==> config.mk <==
export PLATFORM = sky130hd
export DESIGN_NAME = apb_slave_fifo_regs
export DESIGN_NICKNAME = d
export VERILOG_FILES = /design/src/rtl/apb_slave_fifo_regs.sv
export SDC_FILE = /design/constraint.sdc
export NUM_CORES = 1
export LEC_CHECK = 0
export ABC_AREA = 1
export BUFFER_PORTS_ARGS = -buffer_cell sky130_fd_sc_hd__buf_2
export CORE_UTILIZATION = 30
export DETAILED_ROUTE_END_ITERATION = 6
export PLACE_DENSITY_LB_ADDON = 0.15
export SYNTH_ARGS = -nofsm -noshare
export SYNTH_HDL_FRONTEND = slang
export SYNTH_SLANG_ARGS = --single-unit
==> constraint.sdc <==
create_clock -name pclk -period 6.9 [get_ports pclk]
set_clock_uncertainty 0.1 [all_clocks]
set_input_delay 1.38 -clock pclk [delete_from_list [all_inputs] [get_ports pclk]]
set_output_delay 1.38 -clock pclk [all_outputs]
set_load 0.005 [all_outputs]
==> src/rtl/apb_slave_fifo_regs.sv <==
// APB completer: CTRL/STATUS/SCRATCH registers plus a byte FIFO window with push/pop at 0x0C and peek at 0x2C.
// Optional wait states; the HOLD state ensures one side effect per transfer.
//  state   | meaning
//  IDLE    | no transfer in progress; completes at once when there are no wait states
//  WAIT    | counting down access-phase wait cycles, pready low
//  HOLD    | transfer done; waiting for the master to drop psel/penable
module apb_slave_fifo_regs #(
   parameter int WAIT_STATES = 0,
   parameter int FIFO_DEPTH  = 16,
   parameter int FIFO_AW     = 4
) (
   input  logic        pclk,
   input  logic        prst,
   input  logic        psel,
   input  logic        penable,
   input  logic        pwrite,
   input  logic [31:0] paddr,
   input  logic [31:0] pwdata,
   output logic [31:0] prdata,
   output logic        pready,
   output logic        pslverr,
   output logic        irq
);

   typedef enum logic [1:0] {ST_IDLE, ST_WAIT, ST_HOLD} state_t;

   localparam bit             NO_WAIT = (WAIT_STATES == 0);
   localparam logic [3:0]     WS_LOAD = NO_WAIT ? 4'd0 : 4'(WAIT_STATES - 1);
   localparam logic [FIFO_AW:0] PTR_ONE = (FIFO_AW + 1)'(1);
   localparam logic [6:0]     A_CTRL  = 7'h00;
   localparam logic [6:0]     A_STAT  = 7'h04;
   localparam logic [6:0]     A_SCR   = 7'h08;
   localparam logic [6:0]     A_FIFO  = 7'h0C;
   localparam logic [6:0]     A_PEEK  = 7'h2C;

   state_t            state_q, state_d;
   logic [3:0]        wcnt_q, wcnt_d;
   logic [1:0]        ctrl_q, ctrl_d;
   logic [31:0]       scratch_q, scratch_d;
   logic [FIFO_AW:0]  wptr_q, wptr_d;
   logic [FIFO_AW:0]  rptr_q, rptr_d;
   logic              ovf_q, ovf_d;
   logic              udf_q, udf_d;
   logic              irq_q, irq_d;
   logic [7:0]        mem_q [FIFO_DEPTH];

   logic              access;
   logic              done;
   logic [6:0]        addr;
   logic              addr_ok;
   logic              fifo_empty;
   logic              fifo_full;
   logic [FIFO_AW:0]  fifo_cnt;
   logic [7:0]        head;
   logic [31:0]       status;
   logic [31:0]       rd_mux;
   logic              mem_we;
   logic              unused_paddr;

   assign access       = psel & penable;
   assign addr         = paddr[6:0];
   assign unused_paddr = ^paddr[31:7];

   assign fifo_empty = (wptr_q == rptr_q);
   assign fifo_full  = (wptr_q[FIFO_AW] != rptr_q[FIFO_AW]) &&
                       (wptr_q[FIFO_AW-1:0] == rptr_q[FIFO_AW-1:0]);
   assign fifo_cnt   = wptr_q - rptr_q;
   assign head       = fifo_empty ? 8'h00 : mem_q[rptr_q[FIFO_AW-1:0]];
   assign status     = {23'b0, ovf_q, udf_q, fifo_full, fifo_empty, 5'(fifo_cnt)};

   always_comb begin
      state_d = state_q;
      wcnt_d  = wcnt_q;
      pready  = 1'b0;
      case (state_q)
         ST_IDLE: begin
            if (access) begin
               if (NO_WAIT) begin
                  pready  = 1'b1;
                  state_d = ST_HOLD;
               end else begin
                  wcnt_d  = WS_LOAD;
                  state_d = ST_WAIT;
               end
            end
         end
         ST_WAIT: begin
            if (!access) begin
               state_d = ST_IDLE;
            end else if (wcnt_q == 4'd0) begin
               pready  = 1'b1;
               state_d = ST_HOLD;
            end else begin
               wcnt_d = wcnt_q - 4'd1;
            end
         end
         ST_HOLD: begin
            if (!access) state_d = ST_IDLE;
         end
         default: state_d = ST_IDLE;
      endcase
      // reset wins over a transfer completing in the same cycle
      if (prst) pready = 1'b0;
   end

   assign done    = access & pready;
   assign addr_ok = (addr == A_CTRL) || (addr == A_STAT) || (addr == A_SCR) ||
                    (addr == A_FIFO) || (addr == A_PEEK);
   assign pslverr = pready & (~addr_ok | ((addr == A_PEEK) & pwrite));

   always_comb begin
      rd_mux = 32'h0;
      case (addr)
         A_CTRL:         rd_mux = {30'b0, ctrl_q};
         A_STAT:         rd_mux = status;
         A_SCR:          rd_mux = scratch_q;
         A_FIFO, A_PEEK: rd_mux = {24'b0, head};
         default:        rd_mux = 32'h0;
      endcase
   end

   assign prdata = (pready & ~pwrite) ? rd_mux : 32'h0;

   always_comb begin
      ctrl_d    = ctrl_q;
      scratch_d = scratch_q;
      wptr_d    = wptr_q;
      rptr_d    = rptr_q;
      ovf_d     = ovf_q;
      udf_d     = udf_q;
      mem_we    = 1'b0;
      if (done) begin
         if (pwrite) begin
            case (addr)
               A_CTRL: ctrl_d = pwdata[1:0];
               A_STAT: begin
                  if (pwdata[8]) ovf_d = 1'b0;
                  if (pwdata[7]) udf_d = 1'b0;
               end
               A_SCR:  scratch_d = pwdata;
               A_FIFO: begin
                  if (fifo_full) begin
                     ovf_d = 1'b1;
                  end else begin
                     mem_we = 1'b1;
                     wptr_d = wptr_q + PTR_ONE;
                  end
               end
               default: ;
            endcase
         end else if (addr == A_FIFO) begin
            if (fifo_empty) udf_d  = 1'b1;
            else            rptr_d = rptr_q + PTR_ONE;
         end
      end
      irq_d = (ctrl_q[0] & ~fifo_empty) | (ctrl_q[1] & ovf_q);
   end

   always_ff @(posedge pclk) begin
      if (prst) begin
         state_q   <= ST_IDLE;
         wcnt_q    <= 4'd0;
         ctrl_q    <= 2'b0;
         scratch_q <= 32'h0;
         wptr_q    <= '0;
         rptr_q    <= '0;
         ovf_q     <= 1'b0;
         udf_q     <= 1'b0;
         irq_q     <= 1'b0;
      end else begin
         state_q   <= state_d;
         wcnt_q    <= wcnt_d;
         ctrl_q    <= ctrl_d;
         scratch_q <= scratch_d;
         wptr_q    <= wptr_d;
         rptr_q    <= rptr_d;
         ovf_q     <= ovf_d;
         udf_q     <= udf_d;
         irq_q     <= irq_d;
      end
   end

   // storage is intentionally not reset
   always_ff @(posedge pclk) begin
      if (mem_we) mem_q[wptr_q[FIFO_AW-1:0]] <= pwdata[7:0];
   end

   assign irq = irq_q;

endmodule
==> results.ini, run 1 <==
[outcome]
run_status = finished, final reports clean

[timing]
timing.slew.headroom_pct = 36.3
hold_viol = 0
tightest_slew_ns = 0.951
rsz0062_at_grt = no
total_negative_setup_slack_ns = 0
report.final.slew_viol_count = 0
fmax_mhz = 222
setup_slack_ns = 2.39
period_share_pct = 65.4
period_minus_slack_ns = 4.51
setup-violations-final = 0

[worst_hold_path]
hold_class = register to register
timing.hold.worst_path_depth = 2

[setup_path]
worst-path-stages = 11
worst-endpoint-required_ns = 5.42
critPathSlowestCell = inv_1
cp-end-kind = primary output
number_of_buffers_and_inverters_on_the_critical_path = 4
series_of_cell_instances_along_the_critical_path = buf_2 -> inv_2 -> nand2_2 -> nor2_2 -> nand2_4 -> inv_1 -> nand2_1 -> nand2_1 -> nor2_1 -> a21oi_1 -> buf_2
critPathKind = input port to primary output
arrival_ns = 3.03
timing.reg2reg.setup_slack_ns = 3.90
crit_family = simple AND/OR/NAND/NOR gates
worstPathMaxFanout = 28
max_stage_delay_ns = 0.30
reg2regPathDepth = 9
startpoint_class = input port

[power]
peakVddDrop_v = 0.000126
power.density_cell_area_nw_per_um2 = 228
power_leakage_nw = 4.21
design_power_total_mw = 2.23

[floorplan]
die_area_um2 = 28900
core_area_um2 = 27800
start_util_pct = 30.5
die_h_um = 170
chipWidth_um = 170
std_cell_rows = 61
io-pin-count = 104

[global_routing]
antenna_found_initial = 0
grt-ovfl-total = 0
maximum_number_of_pins_on_one_net_before_global_route_repair = 65
grt.total_usage_pct = 16.0
grt_pass1_wl_mm = 34.6
grt_pass1_vias = 5933

[yosys]
synthMostInstantiatedCell = nand2_1
synth-seq-cells = 180
synth_top_flop_cell = edfxtp_1
synth_sequential_area_ratio_pct = 57.7
synth_cell_types = 33
synthCells = 963
synth.net_count = 1043
synth_warn = 0
ys_async_sr_fraction_pct = 0
mappedNetlistArea_um2 = 8470
yosysTopAreaCell = edfxtp_1
post_synth_most_frequent_cells = nand2_1, inv_1, edfxtp_1
yosys-top-cells-area = edfxtp_1, dfxtp_1, nand2_1, nand3_1, inv_1
synth_largest_type_area_fraction_pct = 45.4
postSynthAreaPerCell_um2 = 8.79
synth-edff-count = 128

[clock_tree]
cts-hold-fix-buffers = 0
clkSlewWorstSetupHoldPaths_ns = 0.08
post-cts-setup-buffers = 0
max-clock-path-buffers = 2
clock-root-buffer = clkbuf_16
tritoncts.num_buffers = 17
tritoncts_clock_tree = done
cts_max_level = 4
post_cts_resized = 0
worstSkewPairLatency_ns = 0.44
sink_count_of_the_clock_tree = 180

[final_layout]
finalNetCount = 1104
area.growth.synth_to_final_pct = 15.2
post_route_cells_drive_above_1_share_pct = 14.7
finalInstanceArea_um2 = 9760

[route]
route.detailed.wl_per_inst_um = 15.4
vias = 6293
vias_per_cell = 4.44
firstDrtPassIters = 5
drc = 0
antenna_violating_nets_post_route = 0
drt_wl_total_mm = 21.8
detailed_route_iter0_violations = 369

[placement]
dpl_cell_area_um2 = 9140
port_buffers = 78
post-place-ws_ns = 2.39
place_hpwl_mm = 13.8
gpl.final_weighted_congestion = 0.781

[run]
max_cap_viols = 0

-- area by class of cell --
class / count / area, µm²
fillers: 2952 / 18000
well taps: 378 / 473
inverters: 142 / 543
multi-input cells: 600 / 2810
diodes: 1 / 2.50
flip-flops and latches: 180 / 4890
clock buffers: 17 / 425
repair buffers: 83 / 428
clock inverters: 15 / 188
-- state kept, by name (all words and copies together), names as in the netlist, named ones only --
name / cells
udf_q: 1
rptr_q: 5
scratch_q: 32
mem_q: 128
ctrl_q: 2
wptr_q: 5
ovf_q: 1
state_q: 1
irq: 1
-- path summary, 6_finish.rpt --
check / startpoint / to
max: paddr[5] / prdata[1]
max reg2reg: wptr_q[0] / mem_q[8][4]
min reg2reg: scratch_q[0] / scratch_q[0]
min: scratch_q[0] / scratch_q[0]
-- per-stage QoR --
stage / cells / utilization, % / hold slack [ns]
finish: 1416 / 35.1 / 0.357
global route: 1415 / 35.1 / 0.398
CTS: 1415 / 35.1 / 0.360
detailed placement: 1383 / 32.9 / 0.348
global placement: 1383 / 32.9 / 0.344
floorplan: 963 / - / 0.330
-- layout by cell type, fill, tap and decap left out, types with 7 or more instances in the layout --
master / Yosys / routed
nand2_1: 245 / 245
inv_1: 134 / 134
edfxtp_1: 128 / 128
nor2_1: 115 / 115
nand3_1: 109 / 109
buf_2: 14 / 78
dfxtp_1: 52 / 50
o21ai_0: 37 / 37
a21oi_1: 34 / 34
clkbuf_16: 0 / 17
ha_1: 10 / 10
nand2_2: 8 / 8
nand4_1: 8 / 8
nand2_4: 7 / 7
-- routing by layer --
metal	GRT usage, %	up-vias	share of wire, %
met5	0	-	0
met4	4.54	0	1.1
met3	2.77	15	3.3
met2	25.4	121	46
met1	22.4	2957	50
li1	-	3200	-
-- power by group --
part	switching, mW	internal (mW)	leakage [nW]	total (mW)
Combinational	0.0420	0.0190	2.35	0.0610
Clock	0.486	0.522	0.292	1.01
Sequential	0.00172	1.16	1.57	1.16
-- cell families (layout without fill, tap and decap cells) --
kind of cell             count (synthesis)  after routing  share of synthesized area (%)
other                                    0              1                              0
XOR/XNOR                                 8              8                          0.916
buffers and inverters                  183            257                           9.14
AO/OA/AOI/OAI                           75             75                           4.46
AND/OR/NAND/NOR                        506            506                           26.1
adder cells (fa/ha/maj)                 11             11                           1.71
flip-flops                             180            180                           57.7
-- worst reg2reg max path: stages (launching register included) --
cell and delay [ns]:
dfxtp_1 0.38, inv_1 0.12, ha_1 0.35, nand4_1 0.15, nor2_2 0.10, nor3_2 0.34, nand2_2 0.15, inv_4 0.13
nand2_4 0.08, nor2_1 0.69
Power figures use the tool's default switching activity.
==> run 2, diff against run 1 <==
Clock period 6.9 ns to 4.2 ns, I/O delays scaled along.
==> run 2 against run 1 <==
Compared with the run above:
- final cell count grew 1.6%
- hold slack gained 0.0084 ns
- combinational power is 64% higher
- total power rose by 61%
- global-route usage about the same
- first-iteration DRC count increased by 11%
- die area is the same
- clock-buffer cell count is 3 higher
- clock power rose by 57%
==> results.ini, run 2 (same netlist as run 1, synthesis figures left out) <==
[outcome]
run_status = finished, final reports clean  ; unchanged

[clock_tree]
cts_max_level = 4  ; unchanged
post-cts-setup-buffers = 0  ; unchanged
max-clock-path-buffers = 2  ; unchanged
clock-root-buffer = clkbuf_16  ; unchanged
cts-hold-fix-buffers = 0  ; unchanged
post_cts_resized = 0  ; unchanged
worstSkewPairLatency_ns = 0.44  ; about the same
tritoncts_clock_tree = done  ; unchanged
tritoncts.num_buffers = 17  ; unchanged
sink_count_of_the_clock_tree = 180  ; unchanged
clkSlewWorstSetupHoldPaths_ns = 0.07  ; was 0.08 ns

[timing]
timing.slew.headroom_pct = 54.8  ; was 36.3%
period_minus_slack_ns = 3.41
rsz0062_at_grt = no  ; unchanged
period_share_pct = 81.1
total_negative_setup_slack_ns = 0  ; unchanged
tightest_slew_ns = 0.677  ; was 0.951 ns
setup-violations-final = 0  ; unchanged
report.final.slew_viol_count = 0  ; unchanged
hold_viol = 0  ; unchanged
fmax_mhz = 294

[final_layout]
final-instance-count-excl-fill = 1438  ; was 1416
mostFrequentLayoutCells = nand2_1, inv_1, edfxtp_1, nor2_1, nand3_1  ; unchanged
largest_register_ff_count = 128  ; unchanged
post_route_cells_drive_above_1_share_pct = 16.3  ; was 14.7%
layout_commonest_cell = nand2_1  ; unchanged
area.growth.synth_to_final_pct = 16.8  ; was 15.2%
finalNetCount = 1127  ; was 1104
final_core_util_pct = 35.6  ; was 35.1%
multi_input_area_um2 = 2810  ; unchanged
antenna_cells = 0  ; was 1
sequential_area_um2 = 4890  ; about the same
fill_cells = 2911  ; was 2952

[placement]
gpl.final_weighted_congestion = 0.806  ; was 0.781
port_buffers = 78  ; unchanged
dp_cells = 1406  ; was 1383
place_hpwl_mm = 14.6  ; was 13.8 mm

[route]
antenna_violating_nets_post_route = 0  ; unchanged
route.detailed.wl_per_inst_um = 15.3  ; was 15.4 µm
vias_per_cell = 4.42  ; was 4.44
drt_wl_total_mm = 22.0  ; was 21.8 mm
drc = 0  ; unchanged
detailed_route_iter0_violations = 408  ; was 369
firstDrtPassIters = 5  ; unchanged
vias = 6350  ; was 6293

[global_routing]
antenna_found_initial = 0  ; unchanged
grt_pass1_wl_mm = 34.5  ; was 34.6 mm
maximum_number_of_pins_on_one_net_before_global_route_repair = 44  ; was 65
grt_pass1_vias = 5993  ; was 5933
grt.total_usage_pct = 16.0  ; about the same
grt-ovfl-total = 0  ; unchanged

[setup_path]
max_stage_delay_ns = 0.31  ; was 0.30 ns
crit_family = simple AND/OR/NAND/NOR gates  ; unchanged
series_of_cell_instances_along_the_critical_path = buf_2 -> inv_2 -> nand2_2 -> nor2_2 -> nand2_4 -> inv_1 -> nand2_1 -> nand2_1 -> nor2_1 -> a21oi_1 -> buf_2  ; unchanged
critPathSlowestCell = inv_1  ; unchanged
cp-end-kind = primary output  ; unchanged
arrival_ns = 2.47  ; was 3.03 ns
startpoint_class = input port  ; unchanged
worst-endpoint-required_ns = 3.26  ; was 5.42 ns
worstPathMaxFanout = 28  ; unchanged
critPathKind = input port to primary output  ; unchanged
number_of_buffers_and_inverters_on_the_critical_path = 4  ; unchanged

[power]
intPower_mw = 2.76  ; was 1.70 mW
sw_pwr_mw = 0.833  ; was 0.529 mW
share_comb_of_total_power_pct = 2.8  ; was 2.7%
peakVddDrop_v = 0.000210  ; was 0.000126 V
share_clk_of_total_power_pct = 44.2  ; was 45.3%
sw_frac_of_total_pct = 23.2  ; was 23.8%
design_power_total_mw = 3.59  ; was 2.23 mW
power_leakage_nw = 4.32  ; was 4.21 nW
power_frac_seq_pct = 53.0  ; was 52.0%
power.density_cell_area_nw_per_um2 = 363  ; was 228 nW/µm²

[run]
max_cap_viols = 0  ; unchanged

[floorplan]
core_area_um2 = 27800  ; unchanged
start_util_pct = 30.5  ; unchanged
chipWidth_um = 170  ; unchanged
die_h_um = 170  ; unchanged
std_cell_rows = 61  ; unchanged
die_area_um2 = 28900  ; unchanged
io-pin-count = 104  ; unchanged

[worst_hold_path]
hold_class = register to register  ; unchanged

run 2: changes by cell type in the layout (fill, tap and decap cells not counted), sizes merged:
cell	previous run	this run
buf	83	106
clkinv	6	3
bufinv	1	0
diode	1	0
clkbuf	17	20
inv	148	151
clkinvlp	2	0
run 2: worst paths after layout:
path	from	to	slack (ns)	cells past startpoint
min	scratch_q[3]	scratch_q[3]	0.37	2
max	paddr[5]	prdata[1]	0.79	11
max reg2reg	wptr_q[2]	mem_q[7][3]	1.71	9
min reg2reg	scratch_q[3]	scratch_q[3]	0.37	2
run 2: layout make-up:
class	instances	share of cell area, %
flip-flops and latches	180	49.4
clock buffers	20	4.63
clock inverters	12	1.24
well taps	378	4.78
multi-input cells	600	28.4
repair buffers	106	6.07
inverters	142	5.49
run 2: routing by layer:
layer	GRT usage (%)	share of wire [%]	vias to the layer above	routed length, µm
met2	25.5	46	118	10100
met5	0	0	-	0
met3	2.77	3.2	25	701
met4	4.94	1.8	0	390
met1	22.1	49	2960	10900
li1	-	-	3247	-
run 2: power groups by stage:
stage | clock network [mW] | registers, mW | logic, mW
2_1_floorplan | 0 | 1.94 | 0.0452
3_3_place_gp | 0 | 1.94 | 0.103
3_5_place_dp | 0 | 1.94 | 0.103
4_1_cts | 1.63 | 1.90 | 0.103
5_1_grt | 1.71 | 1.90 | 0.112
6_report | 1.59 | 1.90 | 0.100
run 2: per-stage QoR:
stage          hold slack, ns  setup slack, ns  cell area (µm²)
2_1_floorplan           0.330             1.39             8470
3_3_place_gp            0.345            0.824             9310
3_5_place_dp            0.350            0.796             9310
4_1_cts                 0.360            0.783             9890
5_1_grt                 0.389            0.603             9890
6_report                0.365            0.795             9890
run 2: worst reg2reg max path, cell delays in order (launching register included):
cell and delay (ns):
dfxtp_1 0.51, ha_1 0.35, nand4_1 0.14, nor2_2 0.09, nor3_2 0.34, nand2_2 0.15, inv_4 0.13, nand2_2 0.08
nor2_1 0.11, buf_4 0.20
